`src/rtl/axi_lite_pkg.sv`:
```
// Shared types and helpers for the AXI4-Lite register bank.
package axi_lite_pkg;

  // AXI response codes used by this slave.
  typedef enum logic [1:0] {
    OKAY   = 2'b00,
    SLVERR = 2'b10
  } resp_t;

  // Widest supported data bus and its strobe width. Narrower buses are
  // zero-extended into the helper and truncated on the way out.
  localparam int DATA_WIDTH_MAX = 64;
  localparam int STRB_W         = DATA_WIDTH_MAX / 8;

  // Replace every byte of old_word whose strobe bit is set with the
  // matching byte of new_word; all other bytes are kept.
  function automatic logic [DATA_WIDTH_MAX-1:0] strb_merge(
    input logic [DATA_WIDTH_MAX-1:0] old_word,
    input logic [DATA_WIDTH_MAX-1:0] new_word,
    input logic [STRB_W-1:0]         strb
  );
    logic [DATA_WIDTH_MAX-1:0] merged;
    merged = old_word;
    for (int b = 0; b < STRB_W; b++) begin
      if (strb[b]) merged[8*b +: 8] = new_word[8*b +: 8];
    end
    return merged;
  endfunction

endpackage

```
`src/rtl/axi_lite_regbank.sv`:
```
// Parametrised AXI4-Lite slave register bank with byte-lane writes,
// read-only status mapping, SLVERR decode and per-register write pulses.
module axi_lite_regbank
  import axi_lite_pkg::*;
#(
  parameter int                    ADDR_WIDTH = 8,
  parameter int                    DATA_WIDTH = 32,   // 32 or 64
  parameter int                    NUM_REGS   = 16,
  parameter logic [NUM_REGS-1:0]   RO_MASK    = '0,
  parameter logic [DATA_WIDTH-1:0] RESET_VAL  = '0
) (
  input  logic                           ACLK,
  input  logic                           ARESET,
  // write address
  input  logic [ADDR_WIDTH-1:0]          AWADDR,
  input  logic                           AWVALID,
  output logic                           AWREADY,
  // write data
  input  logic [DATA_WIDTH-1:0]          WDATA,
  input  logic [DATA_WIDTH/8-1:0]        WSTRB,
  input  logic                           WVALID,
  output logic                           WREADY,
  // write response
  output logic [1:0]                     BRESP,
  output logic                           BVALID,
  input  logic                           BREADY,
  // read address
  input  logic [ADDR_WIDTH-1:0]          ARADDR,
  input  logic                           ARVALID,
  output logic                           ARREADY,
  // read data
  output logic [DATA_WIDTH-1:0]          RDATA,
  output logic [1:0]                     RRESP,
  output logic                           RVALID,
  input  logic                           RREADY,
  // block-side control/status
  output logic [NUM_REGS*DATA_WIDTH-1:0] REG_Q,
  input  logic [NUM_REGS*DATA_WIDTH-1:0] HW_STATUS,
  output logic [NUM_REGS-1:0]            WR_PULSE
);

  localparam int IDX_W = ADDR_WIDTH - 2;
  localparam int LANES = DATA_WIDTH / 8;

  logic                  ready_en;
  logic                  aw_held;
  logic                  w_held;
  logic [IDX_W-1:0]      aw_idx;
  logic [DATA_WIDTH-1:0] w_data;
  logic [LANES-1:0]      w_strb;
  logic                  commit;
  logic                  wr_hit;
  logic                  wr_ro;
  logic                  wr_ok;
  logic [NUM_REGS-1:0]   wr_sel;
  logic [IDX_W-1:0]      ar_idx;
  logic                  rd_hit;
  logic [DATA_WIDTH-1:0] rd_word;

  // Byte offset within a word carries no meaning for this slave.
  logic unused_addr_lsbs;
  assign unused_addr_lsbs = ^{AWADDR[1:0], ARADDR[1:0]};

  assign ar_idx = ARADDR[ADDR_WIDTH-1:2];

  // Ready outputs come only from registered state, never from the VALIDs.
  assign AWREADY = ready_en && !aw_held && !BVALID;
  assign WREADY  = ready_en && !w_held  && !BVALID;
  assign ARREADY = ready_en && !RVALID;

  // A write commits once both halves are held and no response is pending.
  assign commit = aw_held && w_held && !BVALID;

  // Keep every ready low until the first edge after reset is released.
  // NOTE: sequential state is updated with non-blocking assignments so every
  // flop samples the pre-edge values of its neighbours.
  always_ff @(posedge ACLK or posedge ARESET) begin
    if (ARESET) ready_en <= 1'b0;
    else        ready_en <= 1'b1;
  end

  // Capture the write address and hold it until the commit.
  always_ff @(posedge ACLK or posedge ARESET) begin
    if (ARESET) begin
      aw_held <= 1'b0;
      aw_idx  <= '0;
    end else if (AWVALID && AWREADY) begin
      aw_held <= 1'b1;
      aw_idx  <= AWADDR[ADDR_WIDTH-1:2];
    end else if (commit) begin
      aw_held <= 1'b0;
    end
  end

  // Capture the write data and strobes and hold them until the commit.
  always_ff @(posedge ACLK or posedge ARESET) begin
    if (ARESET) begin
      w_held <= 1'b0;
      w_data <= '0;
      w_strb <= '0;
    end else if (WVALID && WREADY) begin
      w_held <= 1'b1;
      w_data <= WDATA;
      w_strb <= WSTRB;
    end else if (commit) begin
      w_held <= 1'b0;
    end
  end

  // Decode the held write address into a register select and a legality flag.
  // NOTE: every output of a combinational block gets a default first so no
  // path through the loop can leave a value unassigned and infer a latch.
  always_comb begin
    wr_hit = 1'b0;
    wr_ro  = 1'b0;
    wr_sel = '0;
    for (int i = 0; i < NUM_REGS; i++) begin
      if (aw_idx == IDX_W'(i)) begin
        wr_hit    = 1'b1;
        wr_ro     = RO_MASK[i];
        wr_sel[i] = !RO_MASK[i];
      end
    end
  end

  assign wr_ok = wr_hit && !wr_ro;

  // Raise BVALID on the commit and hold it with its response until accepted.
  always_ff @(posedge ACLK or posedge ARESET) begin
    if (ARESET) begin
      BVALID <= 1'b0;
      BRESP  <= OKAY;
    end else if (commit) begin
      BVALID <= 1'b1;
      BRESP  <= wr_ok ? OKAY : SLVERR;
    end else if (BVALID && BREADY) begin
      BVALID <= 1'b0;
    end
  end

  // One-cycle strobe for the register written on the commit edge,
  // including writes whose strobes are all clear.
  always_ff @(posedge ACLK or posedge ARESET) begin
    if (ARESET) WR_PULSE <= '0;
    else        WR_PULSE <= commit ? wr_sel : '0;
  end

  // Register storage: RW slots hold flops, RO slots drive zero and keep none.
  // NOTE: the register array is reset because its contents are visible on
  // REG_Q straight out of reset; RO slots have no storage to reset at all.
  for (genvar i = 0; i < NUM_REGS; i++) begin : g_reg
    if (RO_MASK[i]) begin : g_ro
      assign REG_Q[i*DATA_WIDTH +: DATA_WIDTH] = '0;
    end else begin : g_rw
      logic [DATA_WIDTH-1:0] q;

      // Byte-merge the held write into this register on its commit.
      always_ff @(posedge ACLK or posedge ARESET) begin
        if (ARESET) begin
          q <= RESET_VAL;
        end else if (commit && wr_sel[i]) begin
          q <= DATA_WIDTH'(strb_merge(DATA_WIDTH_MAX'(q),
                                      DATA_WIDTH_MAX'(w_data),
                                      STRB_W'(w_strb)));
        end
      end

      assign REG_Q[i*DATA_WIDTH +: DATA_WIDTH] = q;
    end
  end

  // Select the read source: RO slots show live status, RW slots their flops.
  always_comb begin
    rd_hit  = 1'b0;
    rd_word = '0;
    for (int i = 0; i < NUM_REGS; i++) begin
      if (ar_idx == IDX_W'(i)) begin
        rd_hit  = 1'b1;
        rd_word = RO_MASK[i] ? HW_STATUS[i*DATA_WIDTH +: DATA_WIDTH]
                             : REG_Q[i*DATA_WIDTH +: DATA_WIDTH];
      end
    end
  end

  // Load the read response on the AR handshake; hold it until accepted.
  // A commit on the same edge is invisible here, so the old value is returned.
  always_ff @(posedge ACLK or posedge ARESET) begin
    if (ARESET) begin
      RVALID <= 1'b0;
      RDATA  <= '0;
      RRESP  <= OKAY;
    end else if (ARVALID && ARREADY) begin
      RVALID <= 1'b1;
      RDATA  <= rd_hit ? rd_word : '0;
      RRESP  <= rd_hit ? OKAY : SLVERR;
    end else if (RVALID && RREADY) begin
      RVALID <= 1'b0;
    end
  end

endmodule
```
`config.mk`:
```
export PLATFORM = sky130hd
export DESIGN_NAME = axi_lite_regbank
export DESIGN_NICKNAME = d
export VERILOG_FILES = /design/src/rtl/axi_lite_pkg.sv /design/src/rtl/axi_lite_regbank.sv
export SDC_FILE = /design/constraint.sdc
export NUM_CORES = 1
export LEC_CHECK = 0
export ABC_CLOCK_PERIOD_IN_PS = 22700
export CELL_PAD_IN_SITES_DETAIL_PLACEMENT = 1
export CELL_PAD_IN_SITES_GLOBAL_PLACEMENT = 1
export CORE_AREA = 2 2 449 451
export DETAILED_ROUTE_END_ITERATION = 10
export DIE_AREA = 0 0 451 453
export PLACE_DENSITY_LB_ADDON = 0.1
export SLEW_MARGIN = 10
export SYNTH_ARGS = -nofsm -noshare
export SYNTH_HDL_FRONTEND = slang
export SYNTH_SLANG_ARGS = --single-unit
```
`constraint.sdc`:
```
create_clock -name ACLK -period 22.7 [get_ports ACLK]
set_clock_uncertainty 0.2 [all_clocks]
set_input_delay 4.54 -clock ACLK [delete_from_list [all_inputs] [get_ports ACLK]]
set_output_delay 4.54 -clock ACLK [all_outputs]
set_load 0.05 [all_outputs]
```
### Yosys cells after proc, flatten, opt, wreduce, memory -nomap -nowiden

Index checks and enable logic that the tools add are counted.

* equal/unequal tests: 30
* mux-type cells: 74
* reduce and logical (&&, ||, !) cells: 102

Operator list (number)
* $mux W32: 17
* $reduce_and A2 Y1: 64
* $eq A6 B4 Y1 const B: 16
* $mux W1: 54
* $eq A6 B3 Y1 const B: 8
* $logic_and A1 B1 Y1: 28
* $eq A6 B2 Y1 const B: 4
* $mux W16: 1
* $eq A6 B1 Y1 const B: 2
* $logic_not A6 Y1: 2
* $reduce_bool A2 Y1: 4
* $logic_not A1 Y1: 4
* $mux W2: 2

* flip-flop bits (word level): 611
* input bits: 571
* logic and storage cells: 282

### Logic depth before layout (Yosys ltp)

Gate-level depths: netlist of the first run.

* word-level depth: 18
* depth in mapped cells: 10
* gate-level depth less buffers: 5

### Least setup slack after synthesis of the first run

Ideal clock, no wire load.

* path kind: in2reg
* start: input ARADDR[6]
* end: register RDATA[4]
* library setup time: 118 ps
* arrival time: 6120 ps
* path slack: 16262 ps
* stages on the path: 8
* cell sequence: buf_4 -> or4b_4 -> buf_6 -> buf_2 -> nand3_1 -> o211ai_1 -> a221o_1 -> a21o_1

* longest elaborated chain between the ends: 18
* elaborated cells on any way between the ends: 49
* those cells by class: eq/ne (15); mux (33); reduce/logical (1)

RTL lines
* start: declaration: RTL line axi_lite_regbank.sv:28 `input logic [ADDR_WIDTH-1:0] ARADDR,`
* $logic_not A6 Y1: RTL line axi_lite_regbank.sv:177 `if (ar_idx == IDX_W'(i)) begin`
* $mux W32 or $mux W1 (tied branches) (16 in a row): RTL line axi_lite_regbank.sv:177
* $mux W32 (*): RTL line axi_lite_regbank.sv:194 `RDATA <= rd_hit ? rd_word : '0;`
* end signal: assignment: RTL line axi_lite_regbank.sv:194
* end: declaration: RTL line axi_lite_regbank.sv:32 `output logic [DATA_WIDTH-1:0] RDATA,`

Mark *: on every way between the ends. The rest lies on a longest branch, timed or not.
A chain may end at the register's enable or synchronous reset.

### Final worst setup path of the first run

* start: input ARADDR[5]
* end: register RDATA[9]

The elaborated chain is that of the path after synthesis.

==> results.cfg, run 1 <==
[drt]
routed_wl_um = 189000
route.detailed.vias_per_inst = 3.97
route.antenna.remaining_nets = 0
total_via_count_after_detailed_routing = 21700
drc = 0
route.detailed.wl_per_inst_um = 34.5
detail_route.iter0.violations = 1159
tritonroute_pass_1_iters = 5

[grt]
highest_utilization_routing_layer_at_the_global_route_stage = met2
grt_overflow_total = 0
grt.met1_usage = 0.226
grt_util_met2 = 0.281
global_route_wire_length_before_repair_um = 246000
grt_pass1_vias = 23800
met3_usage = 0.0720
gr-usage-all-layers = 0.181
grt_antenna_before_repair = 25
pin_count_of_the_biggest_net_entering_global_routing = 157

[yosys]
synth_enable_flop_cells = 0
ys.flop_type = dfrtp_1
synth_top_area_cell = dfrtp_1
syn-mean-instance-area_um2 = 13.2
synth.lib_cells_used.distinct = 76
yosys-top-cells-area = dfrtp_1 55%, mux2_2 24%, mux4_2 2.8%, nand2_1 1.9%, o21ai_0 1.3%
yosys.area.top_type_share = 0.551
postSynth.asyncResetShare = 1.00
ys_top_cells_by_count = 609 x dfrtp_1, 580 x mux2_2, 140 x nand2_1
synth.yosys.warnings = 0
synth-seq-area-share = 0.551
postSynthRegisterBits = 609
synth_most_common_cell = dfrtp_1
mappedNetlistArea_mm2 = 0.0277
synthCells = 2091

[final_layout]
layout-drive-gt1-share = 0.309
signed_area_change_from_the_synthesized_netlist_to_the_final_layout_pct = 45.4
post_route_standard_cell_area_excluding_fillers_mm2 = 0.0402
fillCellCount = 22100
ff_latch_area_mm2 = 0.0152
multiInputGateArea_mm2 = 0.0118
final_cell_count_no_fill = 5460
layout.nets = 3288

[timing]
hold_viol_final = 0
timing_worst_slew_pin_value_ns = 1.17
final.setup.worst_slack_ns = 14.59
setup_total_negative_slack_ns = 0
drv_slew = 0
grt_setup_unrepaired = false
fin_hold_ws_ns = 0.295
setup-violations-final = 0
post-route-min-period_ns = 8.11
maxClockFrequency_mhz = 123
layout_worst_path_cycle_share = 0.357
maxSlewHeadroom = 0.219

[setup_path]
setup.worst_path.start_class = primary input
setup.worst_path.class = primary input to register
worstPathMaxFanout = 29
worst_ep_arrival_time_ns = 8.55
cp_cell_sequence = clkdlybuf4s50_1, nor4b_4, buf_4, nand2_1, a21oi_1, o22ai_1, o211ai_1
critical_path.max_stage_delay_ns = 0.94
timing.reg2reg.setup_slack_ns = 19.50
worst-path-buf-inv = 2
cp_top_family = buffers and inverters
slowest_stage = a21oi_1
endpoint_required_time_on_the_critical_path_ns = 23.14
timing.critical_path.to_type = register

[cts]
cts-root-to-sink-buffers = 3
clock_latency_of_the_later_clocked_register_in_the_worst_skew_pair_ns = 0.72
cts.hold.buffers_added = 0
tritoncts = yes
cts.root.buffer_cell = clkbuf_16
worst_setup_hold_path_clk_slew_ns = 0.06
setup_bufs_post_cts = 0
htreeDepth = 3
numCtsBuffers = 89
cts.sink_count = 609
ctsResizeCount = 0

[placed_design]
postPlaceCellArea_mm2 = 0.0371
io_buffer_count = 621
estimated_wirelength_of_the_detail_placed_design_um = 137000
post-place-ws_ns = 13.82
placed_cells_incl_taps = 5282
routabilityCongestion = 0.754

[power]
power-per-cell-area_mw_per_mm2 = 114
p_leak_nw = 17.3
vdd.ir_drop.worst_mv = 0.0516

[floorplanning]
rows = 164
initial_utilization = 0.139
io_pins = 1140
die_footprint_mm2 = 0.204
die_width_um = 451
die_height_um = 453
core_area_mm2 = 0.199

[status]
outcome = finished, final reports clean

[worst_hold_path]
worstHoldPathType = register to register

[flow_run]
maxCapViolCount = 0
==> metrics by stage <==
step / util / power (W)
after floorplan: - / 0.00240
after global placement: 0.186 / 0.00313
after detailed placement: 0.186 / 0.00315
after CTS: 0.202 / 0.00468
after global routing: 0.202 / 0.00478
final: 0.202 / 0.00458
==> power by group <==
group	switching (W)	total [W]	internal, W
registers	0.000406	0.00169	0.00128
clock network	0.000579	0.00147	0.000893
logic	0.000931	0.00142	0.000487
==> final timing paths <==
| path | start | endpoint | depth (start not counted) |
|---|---|---|---|
| worst min register to register | BRESP[1] | BRESP[1] | 2 |
| worst min-delay path | BRESP[1] | BRESP[1] | 2 |
| worst max register to register | BVALID | g_reg[0].g_rw.q[21] | 6 |
| max in group asynchronous | ARESET | g_reg[1].g_rw.q[21] | 5 |
| min in group asynchronous | ARESET | g_reg[0].g_rw.q[5] | 2 |
| worst max-delay path | ARADDR[5] | RDATA[9] | 7 |
==> logic make-up after synthesis <==
kind of cell / synth area share
simple gates: 0.0558
buf+inv: 0.0271
compound gates: 0.0917
other cells: 0.000271
flops: 0.551
mux: 0.274
==> worst register-to-register path: cells and delay by family (launching register included) <==
kind,cells,cell delay [ns]
flip-flops,1,0.40
multiplexers,1,0.52
AND/OR/NAND/NOR,4,1.67
buffers and inverters,1,0.30
==> flip-flops by register name, summed over array words and instances, names as in the netlist <==
name      cells
WR_PULSE     16
RRESP         1
RVALID        1
aw_idx        6
BVALID        1
RDATA        32
w_data       32
aw_held       1
ready_en      1
BRESP         1
g.g_rw.q    512
w_held        1
w_strb        4
==> layout make-up <==
class | instances | share of cell area
flip-flops and latches | 609 | 0.379
multi-input cells | 1319 | 0.292
repair buffers | 689 | 0.168
well taps | 2656 | 0.0826
clock buffers | 133 | 0.0654
clock inverters | 31 | 0.0105
inverters | 9 | 0.00103
diodes | 14 | 0.000871
==> layer usage <==
| metal | routed length (µm) | up-vias |
|---|---|---|
| met2 | 84000 | 786 |
| li1 | - | 9083 |
| met4 | 6780 | 0 |
| met1 | 81100 | 11600 |
| met3 | 16800 | 195 |
| met5 | 0 | - |
==> layout by cell type (no fill, tap or decap), types with 20 or more instances in the layout <==
cell	n
o21ai_0	72
mux2i_1	29
mux4_2	34
o211ai_1	21
clkdlybuf4s50_1	618
a21oi_1	53
buf_4	65
dfrtp_1	609
clkbuf_1	20
mux2_2	580
a22oi_1	23
nor2_1	57
clkbuf_16	89
clkbuf_8	25
nand2_1	139
Note: power is estimated with default switching activity, not from simulation.
==> run 2, diff against run 1 <==
- ABC_CLOCK_PERIOD_IN_PS: 22700 -> 7300
- clock period: 22.7 -> 7.3 ns (I/O delays scaled with it)
==> run 2 against run 1 <==
Highest routed layer is now met5. First-iteration DRC count is 14% lower. Utilization hardly changed. Worst setup slack worse by 12 ns. Largest power group unchanged.
==> results.cfg, run 2 (synthesis results as in run 1) <==
[status]
outcome = finished, final reports clean

[drt]
tritonroute_pass_1_iters = 5
drc = 0
route.detailed.vias_per_inst = 4.01
route.detailed.wl_per_inst_um = 34.7
total_via_count_after_detailed_routing = 21900
route.antenna.remaining_nets = 0
routed_wl_um = 190000
detail_route.iter0.violations = 994

[power]
switching_share = 0.421
power_switching_w = 0.00593
combinationalPowerShare = 0.312
seqPwrFrac = 0.376
clock_power_share = 0.313
cell_internal_pwr_w = 0.00814
p_leak_nw = 17.2
power-per-cell-area_mw_per_mm2 = 350
vdd.ir_drop.worst_mv = 0.155

[timing]
post-route-min-period_ns = 4.62
maxSlewHeadroom = 0.209
final.setup.worst_slack_ns = 2.68
maxClockFrequency_mhz = 216
grt_setup_unrepaired = false
drv_slew = 0
layout_worst_path_cycle_share = 0.634
hold_viol_final = 0
setup-violations-final = 0
timing_worst_slew_pin_value_ns = 1.19

[grt]
grt_overflow_total = 0
pin_count_of_the_biggest_net_entering_global_routing = 112
grt_pass1_vias = 24100
global_route_wire_length_before_repair_um = 249000
grt_antenna_before_repair = 27
highest_utilization_routing_layer_at_the_global_route_stage = met2
grt.met1_usage = 0.235
grt_util_met2 = 0.292
gr-usage-all-layers = 0.182
met3_usage = 0.0584

[setup_path]
critical_path.max_stage_delay_ns = 0.94
worst_ep_arrival_time_ns = 5.04
cp_cell_sequence = clkdlybuf4s50_1, or4b_4, nor3_4, buf_4, a221oi_1, o21a_1, o211ai_1
worst-path-buf-inv = 2
setup.worst_path.start_class = primary input
setup.worst_path.class = primary input to register
cp_top_family = simple AND/OR/NAND/NOR gates
worstPathMaxFanout = 18
timing.critical_path.to_type = register
slowest_stage = nor3_4
endpoint_required_time_on_the_critical_path_ns = 7.72

[final_layout]
layout-drive-gt1-share = 0.308
ff_latch_area_mm2 = 0.0152
final_cell_count_no_fill = 5465
layout_commonest_cell = clkdlybuf4s50_1
layout.nets = 3298
top_regs = g.g_rw.q (512), RDATA (32), w_data (32)
top_register = g.g_rw.q
signed_area_change_from_the_synthesized_netlist_to_the_final_layout_pct = 45.3
layout_common_cells = 618 x clkdlybuf4s50_1, 609 x dfrtp_1, 580 x mux2_2
multiInputGateArea_mm2 = 0.0118
largest_register_ffs = 512
fillCellCount = 22100

[cts]
cts.sink_count = 609
tritoncts = yes
htreeDepth = 3
ctsResizeCount = 0
cts-root-to-sink-buffers = 3
setup_bufs_post_cts = 0
worst_setup_hold_path_clk_slew_ns = 0.06
cts.root.buffer_cell = clkbuf_16
clock_latency_of_the_later_clocked_register_in_the_worst_skew_pair_ns = 0.72
cts.hold.buffers_added = 0
numCtsBuffers = 88

[floorplanning]
io_pins = 1140
die_footprint_mm2 = 0.204
die_width_um = 451
rows = 164
initial_utilization = 0.139
die_height_um = 453
core_area_mm2 = 0.199

[placed_design]
io_buffer_count = 621
estimated_wirelength_of_the_detail_placed_design_um = 140000
post-place-ws_ns = 1.81
placed_cells_incl_taps = 5293
routabilityCongestion = 0.776

[worst_hold_path]
worstHoldPathType = register to register

[flow_run]
maxCapViolCount = 0
[run 2: cell types whose count changed in the layout (fill, tap and decap cells not counted), moves of 3 or more]
cell       delta
inv_6         -3
clkbuf_1      +8
buf_4         +5
buf_12        +6
bufinv_16     -3
nor2_2        +4
nor2_1        -4
clkbuf_8      -4
[run 2: power by group through the flow]
stage               clock network [W]  registers (W)  logic [W]
floorplan                           0        0.00627    0.00118
global placement                    0        0.00534    0.00443
detailed placement                  0        0.00538    0.00445
finish                        0.00440        0.00529    0.00439
CTS                           0.00459        0.00533    0.00447
global route                  0.00469        0.00543    0.00458
[run 2: final cells by class]
| type | instances | share of cell area |
|---|---|---|
| diodes | 14 | 0.000871 |
| clock buffers | 138 | 0.0655 |
| flip-flops and latches | 609 | 0.379 |
| multi-input cells | 1319 | 0.293 |
| inverters | 9 | 0.000934 |
| repair buffers | 700 | 0.172 |
| clock inverters | 20 | 0.00625 |
| well taps | 2656 | 0.0826 |
[run 2: final timing paths]
path / startpoint / endpoint / slack, ns / cells past startpoint
worst max-delay path: ARADDR[7] / RDATA[25] / 2.68 / 7
worst min-delay path: BRESP[1] / BRESP[1] / 0.30 / 2
worst max register to register: BVALID / g_reg[4].g_rw.q[29] / 4.02 / 5
worst min register to register: BRESP[1] / BRESP[1] / 0.30 / 2
max in group asynchronous: ARESET / g_reg[1].g_rw.q[22] / 4.14 / 4
min in group asynchronous: ARESET / g_reg[0].g_rw.q[1] / 1.19 / 2
[run 2: per-stage QoR]
stage	hold slack, ns	cell area, µm²	total power, W	utilization	setup TNS (ns)
floorplan	0.305	27700	0.00745	-	-1625.49
global placement	0.283	37300	0.00977	0.187	0
detailed placement	0.287	37300	0.00983	0.187	0
CTS	0.302	40200	0.0144	0.202	0
global route	0.347	40200	0.0147	0.202	0
finish	0.299	40200	0.0141	0.202	0
[run 2: tightest hold or removal path: cells and delay by family, from the launching register on]
family | cells | cell delay, ns
flip-flops | 1 | 0.35
AO/OA/AOI/OAI | 1 | 0.06
AND/OR/NAND/NOR | 1 | 0.05
[run 2: layer usage]
| metal | vias up | routed length (µm) |
|---|---|---|
| li1 | 9083 | - |
| met1 | 11900 | 84300 |
| met5 | - | 13 |
| met2 | 786 | 86800 |
| met4 | 2 | 4430 |
| met3 | 178 | 14300 |
==> edit, RTL diff (config.mk and constraints of run 1) <==
`NUM_REGS`: 16 -> 17.
--- a/src/rtl/axi_lite_regbank.sv
+++ b/src/rtl/axi_lite_regbank.sv
@@ -5,7 +5,7 @@
 #(
   parameter int                    ADDR_WIDTH = 8,
   parameter int                    DATA_WIDTH = 32,   // 32 or 64
-  parameter int                    NUM_REGS   = 16,
+  parameter int                    NUM_REGS   = 17,
   parameter logic [NUM_REGS-1:0]   RO_MASK    = '0,
   parameter logic [DATA_WIDTH-1:0] RESET_VAL  = '0
 ) (
Ports: changed (resized HW_STATUS, REG_Q and WR_PULSE); port bits go from 1140 to 1205. No check against the original RTL was run, so the function may have changed too.
==> edit against run 1 <==
  * First-iteration DRC count increased by 16%
  * Non-clock buffer count increased by 21
  * Synthesized area increased by 5.1%
  * Sequential cell count increased by 33
  * Power increased by 11%
  * Count of clock-buffer cells in the layout unchanged
  * Wire length increased by 9.7%
  * Worst setup slack got worse by 0.15 ns
  * Final area increased by 4.1%
  * Critical path type unchanged
  * Largest power group unchanged
==> edit: results (changes against run 1) <==
Outcome
  – Status: finished, final reports clean

Detailed routing
  – M1 WL: 86370 um (+6.5%)
  – Met2 wirelength from detailed routing: 95180 um (+13%)
  – Routed wl met3: 18660 um (+11%)
  – DR WL/cell: 37.06 um (+7.3%)
  – Highest routed metal layer: met5
  – Initial drt markers: 1339 (+16%)
  – Vias: 23010 (+6.0%)
  – Vias/cell: 4.123 (+3.7%)
  – Drt first pass iters: 7 (+2)

Logic synthesis
  – Commonest cells post-synth: dfrtp_1, mux2_2, nand2_1
  – Multiplexer area fraction after synthesis: 0.2825 (+0.008259)
  – Dominant cells by area after synthesis: dfrtp_1, mux2_2, mux4_2
  – Synth Area in Compound Gates: 0.09050 (-0.001221)
  – Sequential fraction of the synthesis area: 0.5525 (+0.001686)

Final layout
  – Signal buf overhead: 0.1672 (-0.0009600)
  – Sequential cell area share: 0.3838 (+0.004973)
  – FF+latch count: 642 (+5.4%)
  – Signal buffers: 710 (+3.0%)
  – #MultiIn Comb: 1382 (+4.8%)
  – Fillcell total: 21990 (-0.34%)
  – Area growth from synthesis to layout: 43.95%
  – Layout cells sized above 1: 0.3075 (-0.001148)
  – Nets: 3442 (+4.7%)
  – Non-clock inverters: 12 (+3)
  – Layout clock area frac: 0.07190 (-0.004096)
  – CLK BUF: 133 (unchanged)
  – Fraction of area in multi-input gates: 0.2957 (+0.003197)
  – Top Registers: g.g_rw.q (544), RDATA (32), w_data (32)

STA
  – Slew @ Worst Pin: 1.315 ns (+0.1440 ns)

Global route
  – Global-route met3 utilization: 0.08017 (+0.008174)
  – Met2 Usage GRT: 0.3171 (+0.03633)
  – Met1 usage: 0.2414 (+0.01490)
  – Largest net degree at the start of global routing: 139 (-11%)
  – Vias in the first global route: 25070 (+5.4%)
  – First-pass GRT wire length: 267300 um (+8.8%)
  – Gr usage total: 0.1980 (+0.01709)
  – Antenna violations before repair: 31 (+24%)

Power and ir drop
  – Sequential share of power: 0.361 (-0.008)
  – Pwr/cell area: 121.0 nW/um^2 (+6.3%)
  – Max IR drop VDD: 58.21 uV (+13%)
  – Leak: 17.93 nW (+3.9%)
  – NetSw: 2.223 mW (+16%)

Placement
  – Dpl hpwl: 149900 um (+9.5%)
  – DP Area: 38810 sq um (+4.5%)
  – IO buf count: 654 (+5.3%)
  – Pre-CTS setup slack: 13.46 ns (-0.3540 ns)
  – Placer Congestion: 0.7844 (+4.1%)
  – Placed cell count: 5402 (+2.3%)

Clock network
  – PostCTS Resize Cnt: 0 (unchanged)
  – Worst-skew pair later-pin latency: 0.72 ns (about the same)
  – Total CTS buffers: 91 (+2.2%)

Critical path
  – Slowest CP cell: nand3b_1
  – Worst-path fanout max: 38 (+31%)
  – Worst path max stage delay: 0.81 ns (-0.13 ns)
## edit: cell count changes in the layout (fill, tap and decap cells not counted), moves of 13 or more
cell and delta:
a21oi_1 +44, clkdlybuf4s50_1 +34, dfrtp_1 +33, mux2_2 +30
o21ai_0 +30, o22ai_1 +13
## edit: final timing paths
kind                                        from                         endpoint  slack [ns]  cells after the start
min in group asynchronous                 ARESET   g_reg[4].g_rw.q[7]$_DFFE_PP0P_        3.98                      2
min reg2reg                RDATA[30]$_DFFE_PP0P_            RDATA[30]$_DFFE_PP0P_        0.29                      2
max reg2reg                   BVALID$_DFFE_PP0P_  g_reg[1].g_rw.q[24]$_DFFE_PP0P_       18.60                      5
min                        RDATA[30]$_DFFE_PP0P_            RDATA[30]$_DFFE_PP0P_        0.29                      2
max in group asynchronous                 ARESET  g_reg[7].g_rw.q[18]$_DFFE_PP0P_       15.50                      5
max                                    ARADDR[2]            RDATA[30]$_DFFE_PP0P_       14.44                      9
